File: src/rtl/uart_rx_fifo.sv
// rtl/uart_rx_fifo.sv - FWFT receive byte buffer behind uart_rx
// Counted circular buffer with almost-full threshold and sticky overrun flag.
module uart_rx_fifo #(
  parameter int D_W    = 8,
  parameter int ADDR_W = 4,
  parameter int AF_LVL = 12
) (
  input  logic              clk,
  input  logic              rst,
  input  logic              wr_en,
  input  logic [D_W-1:0]    wr_data,
  output logic              rd_valid,
  input  logic              rd_ready,
  output logic [D_W-1:0]    rd_data,
  output logic              empty,
  output logic              full,
  output logic              almost_full,
  output logic [ADDR_W:0]   count,
  output logic              overrun,
  input  logic              clr_overrun
);

  localparam int DEPTH = 1 << ADDR_W;
  localparam logic [ADDR_W:0] DEPTH_C = (ADDR_W+1)'(DEPTH);
  localparam logic [ADDR_W:0] AF_C    = (ADDR_W+1)'(AF_LVL);

  logic [D_W-1:0]    mem [DEPTH];
  logic [ADDR_W-1:0] wr_ptr;
  logic [ADDR_W-1:0] rd_ptr;
  logic              pop;
  logic              push;
  logic              drop;

  assign empty       = (count == '0);
  assign full        = (count == DEPTH_C);
  assign almost_full = (count >= AF_C);
  assign rd_valid    = !empty;
  assign rd_data     = mem[rd_ptr];

  // A full buffer still accepts a byte when the head leaves in the same cycle.
  assign pop  = rd_valid && rd_ready;
  assign push = wr_en && (!full || pop);
  assign drop = wr_en && full && !pop;

  always_ff @(posedge clk) begin
    if (push) begin
      mem[wr_ptr] <= wr_data;
    end
  end

  always_ff @(posedge clk) begin
    if (rst) begin
      wr_ptr <= '0;
      rd_ptr <= '0;
      count  <= '0;
    end else begin
      if (push) begin
        wr_ptr <= wr_ptr + ADDR_W'(1);
      end
      if (pop) begin
        rd_ptr <= rd_ptr + ADDR_W'(1);
      end
      case ({push, pop})
        2'b10:   count <= count + (ADDR_W+1)'(1);
        2'b01:   count <= count - (ADDR_W+1)'(1);
        default: count <= count;
      endcase
    end
  end

  // Set takes priority over a coincident clear so a fresh drop is never lost.
  always_ff @(posedge clk) begin
    if (rst) begin
      overrun <= 1'b0;
    end else if (drop) begin
      overrun <= 1'b1;
    end else if (clr_overrun) begin
      overrun <= 1'b0;
    end
  end

endmodule
File: config.mk
export PLATFORM = sky130hd
export DESIGN_NAME = uart_rx_fifo
export DESIGN_NICKNAME = d
export VERILOG_FILES = /design/src/rtl/uart_rx_fifo.sv
export SDC_FILE = /design/constraint.sdc
export NUM_CORES = 1
export LEC_CHECK = 0
export CAP_MARGIN = 20
export CORE_MARGIN = 3
export CORE_UTILIZATION = 38
export CTS_CLUSTER_DIAMETER = 100
export DETAILED_ROUTE_END_ITERATION = 12
export PLACE_DENSITY_LB_ADDON = 0.05
export SLEW_MARGIN = 0
export SYNTH_ARGS = -nofsm -noshare
export SYNTH_HDL_FRONTEND = slang
export SYNTH_SLANG_ARGS = --single-unit
File: constraint.sdc
create_clock -name clk -period 4.69 [get_ports clk]
set_input_delay 1.1725 -clock clk [delete_from_list [all_inputs] [get_ports clk]]
set_output_delay 1.1725 -clock clk [all_outputs]
set_load 0.02 [all_outputs]
==> summary.md, run 1 <==
| Metric | Value |
|---|---|
| Period utilization | 0.876 |
| Critical path capture point type | output port |
| Vias in the first global route | around 3000 |
| Family with the most delay on the worst path | multiplexers |
| Most common cell after layout, fill and taps aside | edfxtp_1 |
| Status | finished, final reports clean |
| Antenna violations before repair | 0 |
| DIE WIDTH | about 130 microns |
| Slowest CP cell | dfxtp_2 |
| Max_slew headroom | 0.525 |
| Inserted Clock Buffers | 17 |
| RR Endpoint | count[4] |
| Routed WL per cell | 23.1 microns |
| Pin count of the biggest net entering global routing | 33 |
| Top-area cell type share of the netlist area | 0.652 |
| Max cap viols | 0 |
| Met1 Use GR | 0.217 |
| Top Usage Layer GRT | met2 |
| Distinct cells, synth | 43 |
| Vias/cell | roughly 5.4 |
| Post-synth EDFFs | between 100 and 150 |
| Post-CTS resize count | 0 |
| Synthesized area | 5900 sq um |
| VDD IR-drop max | 0.000305 V |
| Syn nets | roughly 330 |
| Final setup TNS | 0 ns |
| Synth Register Bits | about 150 |
| Worst hold slack | 0.567 ns |
| Detail Route Antenna Nets | 0 |
| Post-CTS Hold Fix Bufs | 0 |
| Root Driver | clkbuf_16 |
| Clock skew | just over 0.006 ns |
| Asr flop ratio synth | 0 |
| First-pass GRT wire length | ~19000 microns |
| Critical Path, Cell by Cell | buf_12 > mux4_2 > mux4_2 > clkdlybuf4s50_1 |
| CP Launch Type | flop |
| Routing usage on met2 | 0.249 |
| Port Buffer Count | 30 |
| GRT overflow | 0 |
| RSZ-0062 raised after global routing | no |
| # rows | 44 |
| Yosys warning count | 0 |
| Leakage power | about 2.2 nW |
| Placed insts | 505 |
| Largest fanout on the critical path | 20 |
| Filler cell count | 1252 |
| Drt first pass iters | 4 |
| Die area | 17000 sq um |
| R2R setup slack | ~2 ns |
| Final setup viols | 0 |
| Met3 global-route usage | 0.0415 |
| Commonest non-fill, non-tap cells in the layout | edfxtp_1 (128), mux4_2 (40), clkdlybuf4s50_1 (30) |
| Post-CTS Setup Bufs | 0 |
| Worst-Skew Late Latency | 0.41 ns |
| Tmin final | ~4.1 ns |
| Initial DRC Count | around 240 |
| Pwr/cell area | about 520 nW/um^2 |
| Htree depth | 4 |
| Routability congestion estimate | just over 0.8 |
| Nets | between 300 and 400 |
| Least-Margin Pin Slew | between 0.7 and 0.8 ns |
| Routed WL | 12400 microns |
| Buffer and inverter count on the worst path | 2 |
| Crit path top cell by count | mux4_2 |
| Hpwl dp | 7570 microns |
| Pre-CTS WS | between 0.6 and 0.7 ns |
| WS Path Type | reg2out |
| R2R depth | 8 |
| Min-Delay Startpoint | rd_ptr[1] |
| Final non-filler cell total | between 500 and 600 |
| Routed vias | approximately 3000 |
| Critical Path Max Stage Delay | 0.65 ns |
| Synthesized area per cell | 19.3 sq um |
| TritonCTS clock tree | built |
| Remaining DRCs | 0 |
| Share of cells above drive strength 1 | 0.221 |
| Overall global routing resource usage | 0.160 |
| Critical path data arrival time | 2.94 ns |
| Clk slew on worst S/H paths | roughly 0.05 ns |
| Number of diodes | 0 |
| Yosys top cell by area | edfxtp_1 |
| # clock sinks | ~150 |
| Final WS setup | about 0.58 ns |
| Hold Crit Class | reg2reg |
| Synth top area cells | edfxtp_1 (65%), mux4_2 (15%), dfxtp_1 (6.1%) |
| Max Fclk | around 240 MHz |
| Final hold viol count | 0 |
| Tot Pwr | around 3.6 mW |
| Sequential area share after synthesis | 0.713 |
| Reg2reg start | count[4] |
| # IOs | 31 |
| Mapped Cells | ~300 |
| Hold Path Depth | 2 |
| Req. time, crit path | 3.52 ns |
| Top FF cell, synth | edfxtp_1 |
| Area growth, synth to finish | 17.5% |
| Pins Over Slew Limit | 0 |
| Max Root-Sink Buffers | 2 |
| Initial Util | 0.397 |
| Die Y | around 130 microns |
| Core Region | ~15000 sq um |
-- through the flow --
stage / utilization / area [sq um]
final: 0.466 / 6930
after global routing: 0.466 / 6930
after CTS: 0.466 / 6930
after detailed placement: 0.429 / 6380
after global placement: 0.429 / 6380
after floorplan: - / 5900
-- power breakdown --
group          total [mW]  leakage [nW]  switching, mW  internal, mW
Clock                1.26         0.278          0.476         0.781
Combinational       0.827         0.664          0.408         0.420
Sequential           1.55          1.30         0.0796          1.47
-- routing by layer --
layer,routed length (microns),part of all wire
met5,0,0
met4,148,0.012
met3,591,0.048
met2,6010,0.49
met1,5630,0.45
-- cells in the mapped netlist, drive strengths merged (2+ instances only) --
library cell / instances
or2: 2
and2: 5
o21a: 4
mux2i: 3
nor3: 5
or3: 2
nand3: 2
ha: 7
clkbuf: 8
inv: 4
buf: 8
and3: 8
dfxtp: 18
nand2: 5
edfxtp: 128
a21boi: 2
nor2: 16
nor3b: 2
o211ai: 4
o21ai: 4
a21oi: 4
mux4: 40
and4: 4
xor2: 4
nor2b: 3
-- registers in the layout, summed over array words and instances, names as in the netlist, named ones only --
name	cells
count	5
wr_ptr	4
rd_ptr	4
overrun	1
mem	128
-- worst reg2reg max path: stages (launching register included) --
cell and delay, ns:
dfxtp_1 0.47, clkinv_1 0.30, a21boi_1 0.53, xor2_1 0.20, ha_1 0.20, and2_1 0.15, nor4bb_1 0.36, a211oi_2 0.09
mux2_1 0.33
-- logic make-up after synthesis --
group,Yosys count,synth area share
AOI/OAI and AO/OA,23,0.0318
xor gates and xnor gates,5,0.00743
adders and majority gates,7,0.0149
buffers and inverters,21,0.0168
DFF,146,0.713
muxes,44,0.160
and+or+nand+nor,59,0.0564
-- layout make-up --
| cell class | instances | area (sq um) | share of cell area |
|---|---|---|---|
| flip-flops and latches | 146 | 4210 | 0.607 |
| multi-input cells | 138 | 1590 | 0.230 |
| clock buffers | 26 | 499 | 0.0720 |
| repair buffers | 32 | 328 | 0.0473 |
| well taps | 184 | 230 | 0.0332 |
| clock inverters | 6 | 55.1 | 0.00794 |
| inverters | 5 | 18.8 | 0.00271 |
-- how the worst max path moves through the flow --
stage	endpoint	slack, ns	depth (start not counted)	startpoint
2_1_floorplan	count[4]	1.41	9	wr_en
3_3_place_gp	count[4]	0.80	9	rd_ready
3_5_place_dp	count[4]	0.69	9	rd_ready
4_1_cts	rd_data[6]	0.49	4	flop
5_1_grt	rd_data[2]	0.42	4	flop
6_report	rd_data[2]	0.58	4	flop
Power figures use the tool's default switching activity.
==> run 2, diff against run 1 <==
--- a/config.mk
+++ b/config.mk
@@ -10,6 +10,7 @@
 export CORE_UTILIZATION = 38
 export CTS_CLUSTER_DIAMETER = 100
 export DETAILED_ROUTE_END_ITERATION = 12
+export HOLD_SLACK_MARGIN = 0.06
 export PLACE_DENSITY_LB_ADDON = 0.05
 export SLEW_MARGIN = 0
 export SYNTH_ARGS = -nofsm -noshare
==> results of run 2 <==
Final layout, timing and power as in run 1 (identical DEF).
